--- config.mk ---
export PLATFORM = sky130hd
export DESIGN_NAME = mef_pattern_det
export DESIGN_NICKNAME = d
export VERILOG_FILES = /design/src/rtl/mef_pattern_det.sv
export SDC_FILE = /design/constraint.sdc
export NUM_CORES = 1
export LEC_CHECK = 0
export ABC_AREA = 1
export BUFFER_PORTS_ARGS = -buffer_cell sky130_fd_sc_hd__buf_2
export CAP_MARGIN = 10
export CORE_MARGIN = 2
export CORE_UTILIZATION = 58
export DETAILED_ROUTE_END_ITERATION = 8
export HOLD_SLACK_MARGIN = 0.12
export PLACE_DENSITY = 0.83
export SETUP_SLACK_MARGIN = 0.1
export SLEW_MARGIN = 40
export SYNTH_ARGS = -nofsm -noshare
export SYNTH_HDL_FRONTEND = slang
export SYNTH_SLANG_ARGS = --single-unit
--- constraint.sdc ---
create_clock -name clk_i -period 4.3 [get_ports clk_i]
set_input_delay 0.43 -clock clk_i [delete_from_list [all_inputs] [get_ports clk_i]]
set_output_delay 0.43 -clock clk_i [all_outputs]
set_load 0.05 [all_outputs]
--- src/rtl/mef_pattern_det.sv ---
`default_nettype none
// ============================================================================
//  Module   : mef_pattern_det
//  Purpose  : Serial pattern detector with a loadable, maskable pattern,
//             selectable overlap mode and a saturating hit counter.
//  Revision : 1.0 - initial release
// ============================================================================
module mef_pattern_det #(
    parameter int               PAT_W       = 4,
    parameter logic [PAT_W-1:0] PAT_DEFAULT = 4'b1011,
    parameter int               CNT_W       = 8
) (
    input  logic             clk_i,
    input  logic             clr_n_i,
    input  logic             en_i,
    input  logic             e_i,
    input  logic             mode_ovl_i,
    input  logic             pat_ld_i,
    input  logic [PAT_W-1:0] pat_in_i,
    input  logic [PAT_W-1:0] mask_in_i,
    input  logic             cnt_clr_i,
    output logic             y_o,
    output logic [CNT_W-1:0] hits_o,
    output logic             armed_o
);

    localparam int             FW        = $clog2(PAT_W + 1);
    localparam logic [FW-1:0]  FILL_FULL = FW'(PAT_W);
    localparam logic [CNT_W-1:0] HITS_MAX = {CNT_W{1'b1}};

    typedef enum logic [1:0] {
        EMPTY   = 2'd0,
        FILLING = 2'd1,
        ARMED   = 2'd2
    } state_t;

    state_t           state_q, state_d;
    logic [PAT_W-1:0] hist_q, hist_d;
    logic [FW-1:0]    fill_q, fill_d;
    logic [PAT_W-1:0] pat_q, pat_d;
    logic [PAT_W-1:0] mask_q, mask_d;
    logic             y_q, y_d;
    logic [CNT_W-1:0] hits_q, hits_d;

    logic             accept;
    logic [PAT_W-1:0] hist_shift;
    logic [FW-1:0]    fill_inc;
    logic             hit;

    // A load cycle swallows E, so only non-load enabled cycles shift history.
    assign accept     = en_i & ~pat_ld_i;
    assign hist_shift = {hist_q[PAT_W-2:0], e_i};
    assign fill_inc   = (fill_q == FILL_FULL) ? FILL_FULL : fill_q + FW'(1);
    assign hit        = accept && (fill_inc == FILL_FULL) &&
                        (((hist_shift ^ pat_q) & mask_q) == '0);

    always_comb begin
        state_d = state_q;
        hist_d  = hist_q;
        fill_d  = fill_q;
        pat_d   = pat_q;
        mask_d  = mask_q;
        y_d     = hit;
        hits_d  = hits_q;

        if (pat_ld_i) begin
            pat_d   = pat_in_i;
            mask_d  = mask_in_i;
            hist_d  = '0;
            fill_d  = '0;
            state_d = EMPTY;
        end else if (accept) begin
            if (hit && !mode_ovl_i) begin
                // Non-overlapping: the matching bit is consumed, refill from scratch.
                hist_d  = '0;
                fill_d  = '0;
                state_d = EMPTY;
            end else begin
                hist_d  = hist_shift;
                fill_d  = fill_inc;
                state_d = (fill_inc == FILL_FULL) ? ARMED : FILLING;
            end
        end

        if (cnt_clr_i) begin
            hits_d = '0;
        end else if (hit && (hits_q != HITS_MAX)) begin
            hits_d = hits_q + CNT_W'(1);
        end
    end

    always_ff @(posedge clk_i) begin
        if (!clr_n_i) begin
            state_q <= EMPTY;
            hist_q  <= '0;
            fill_q  <= '0;
            pat_q   <= PAT_DEFAULT;
            mask_q  <= '1;
            y_q     <= 1'b0;
            hits_q  <= '0;
        end else begin
            state_q <= state_d;
            hist_q  <= hist_d;
            fill_q  <= fill_d;
            pat_q   <= pat_d;
            mask_q  <= mask_d;
            y_q     <= y_d;
            hits_q  <= hits_d;
        end
    end

    assign y_o     = y_q;
    assign hits_o  = hits_q;
    assign armed_o = (state_q == ARMED);

endmodule
`default_nettype wire

==> run summary <==
Power share of the clock group - 27.2%
Final period utilization - 40.9%
Core Region - 2170 µm²
Root Buffer - clkbuf_4
DP Worst Slack - 2390 ps
Final hold violation count - 0
Max-cap violations - 0
DRT iter0 DRCs - 25
Area Overhead vs Synth - 12.2%
CP Launch Type - flop
Crit-path cells - nand2_1 > nand3_1 > nand2_1 > nor2_1 > nand3_1 > nand2_1 > a21oi_1
CTS Buf Count - 3
Largest family of logic cells by synthesized area - simple AND/OR/NAND/NOR gates
Synth area leader - dfxtp_1
Simple-Gate Fraction of Synth Area - 33.1%
Leakage - 0.704 nW
XOR/XNOR share of the synthesized area - 2.02%
Total number of vias - 1197
Die W - 51.3 µm
Critical path class - flop to flop
Vias in the first global route - 1055
Flops & latches, synth - 25
H-tree Lvls - 1
Crit path largest cell delay - 540 ps
Site row count - 17
Drt wl/cell - 10.2 µm
Slew Limit Fails - 0
Initial Utilization - 59.9%
Die area - 2630 µm²
Psw - 0.0999 mW
Max Clk Rate - 568 MHz
Switching share of power - 25.6%
Initial DRT Pass Iterations - 4
PostCTS Resize Cnt - 0
Required time worst endpoint - 4520 ps
Mapped Area - 1300 µm²
Max rail drop VDD - 0.242 mV
RSZ-0062 raised after global routing - no
Setup Viol. Count Final - 0
Pwr/cell area - 268 nW/µm²
I/O pins - 25
Period minus WS final - 1760 ps
P_int - 0.290 mW
I/O Buffers - 24
DRC - 0
Dominant cells by area after synthesis - dfxtp_1 39%, nand2_1 14%, inv_1 9.2%, a21oi_1 6.2%, nand3_1 5.0%
CTS tree - built
Gate Count Post-Synth - 183
Sequential element share of the synthesized area - 38.5%
Initial antenna violation count - 0
Share of the synthesized area in the top cell type - 38.5%
Final worst slack - 2540 ps
Proportion of layout cells with a drive suffix above 1 - 17.3%
Syn. warnings - 0
Avg Inst Size Synth - 7.10 µm²
Post-Route WL - 2410 µm
Least-Margin Pin Slew - 679 ps
Cell family with most CP delay - simple AND/OR/NAND/NOR gates
Diodes inserted - 0
Largest net degree at the start of global routing - 16
WP data arrival - 1980 ps
Setup bufs post-CTS - 0
Slowest stage cell, crit path - nor2_1
Combinational share of power - 10.2%
Mux contribution to synthesized area - 0%
CTS Buffer Depth - 2
Num Clock Sinks - 25
GR Overflow Total - 0
CP bufs+invs - 0
Synth unique cells - 23
Rel. slew slack - 54.6%
Vias per inst - 5.07
Critical-path maximum fanout - 11
First-pass GRT wire length - 4170 µm
FF-to-FF setup slack - 2540 ps
ANT nets after route - 0
Status - finished clean
Dpl cell area - 1430 µm²
Setup TNS - 0 ps
CP dominant cell by count - nand2_1
Clock Skew - 11.6 ps
Post-route cell area - 1460 µm²
Syn nets - 201
Hold Buf Count CTS - 0
Hpwl dp - 1840 µm
Hold Crit Class - input pin to flop
Total power - 0.390 mW
GRT Total Usage - 20.5%
Seq pwr share - 62.6%
Die height - 51.3 µm
Post-synthesis adder-cell area fraction - 2.89%
Compound-Gate Fraction of Synth Area - 11.8%
Net count reported at finish - 227
Worst-Skew Late Latency - 320 ps
Element type at the critical path end - flop
Reg clk slew, reported paths - 140 ps
Final RePlAce weighted congestion - 0.790
[cells in the final DEF, fill, tap and decap left out]
cell	netlist	final
nand4_4	1	1
nor2_2	2	2
nor2_8	1	1
inv_1	32	32
ha_1	3	3
dfxtp_1	25	25
nor2_1	11	11
a21oi_1	16	16
inv_2	1	1
clkbuf_4	0	3
buf_2	0	24
nand2_1	48	48
clkinvlp_4	0	1
o211ai_1	2	2
nand3_4	1	1
nand3_2	1	1
nor2_4	1	1
o221ai_1	1	1
nand4_1	7	7
nand3_1	13	13
xnor2_1	2	2
nand3b_1	1	1
xor2_1	1	1
o21ai_0	10	10
[logic make-up after synthesis]
group           after synthesis
compound gates               29
xor+xnor                      3
fa+ha+maj                     3
buf+inv                      36
flops                        25
simple gates                 87
[synth_stat cells (all sizes together)]
library cell / count
nand3: 15
nand3b: 1
nand2: 48
o21ai: 10
ha: 3
a21oi: 16
xnor2: 2
clkbuf: 1
xor2: 1
nor2: 15
buf: 2
inv: 33
o221ai: 1
nand4: 8
o211ai: 2
dfxtp: 25
[layer usage]
metal / share of wire (%) / vias up / global-route usage, %
met5: 0 / - / 0
met2: 51 / 20 / 37.4
met3: 2.9 / 4 / 2.63
met4: 0.95 / 0 / 6.58
li1: - / 634 / -
met1: 45 / 539 / 24.7
[state kept, by name, summed over array words and instances, names as in the netlist]
register  flops
hits_o        8
mask_q        4
pat_q         4
fill_q        3
hist_q        3
state_q       2
y_o           1
[power groups by stage]
stage               Combinational, mW  Clock, mW  Sequential [mW]
floorplan                      0.0279          0            0.248
global placement               0.0381          0            0.249
detailed placement             0.0400          0            0.250
CTS                            0.0401      0.112            0.245
global route                   0.0461      0.118            0.245
finish                         0.0397      0.106            0.245
[area by class of cell]
cell class,instances,area (µm²)
timing repair buffer,24,120
clock buffer,3,22.5
tap,28,35.0
inverter,33,124
multi-input combinational,122,648
sequential,25,500
fill,200,712
clock inverter,1,7.51
[tightest hold or removal path, stage by stage]
cell	delay [ps]
buf_2	70
nand2_1	40
nand3_1	60
[through the flow]
step	std cells	utilization, %	hold WS (ps)
floorplan	183	-	430
global placement	232	65.8	448
detailed placement	232	65.8	449
CTS	236	67.2	292
global route	236	67.2	290
finish	236	67.2	301
[final timing paths]
path                     end    startpoint  depth (start not counted)
setup / recovery  state_q[1]     hist_q[1]                          7
hold reg to reg    mask_q[3]     mask_q[3]                          2
hold / removal     mask_q[3]  mask_in_i[3]                          3
setup reg to reg  state_q[1]     hist_q[1]                          7
(Power assumes the default switching activity.)
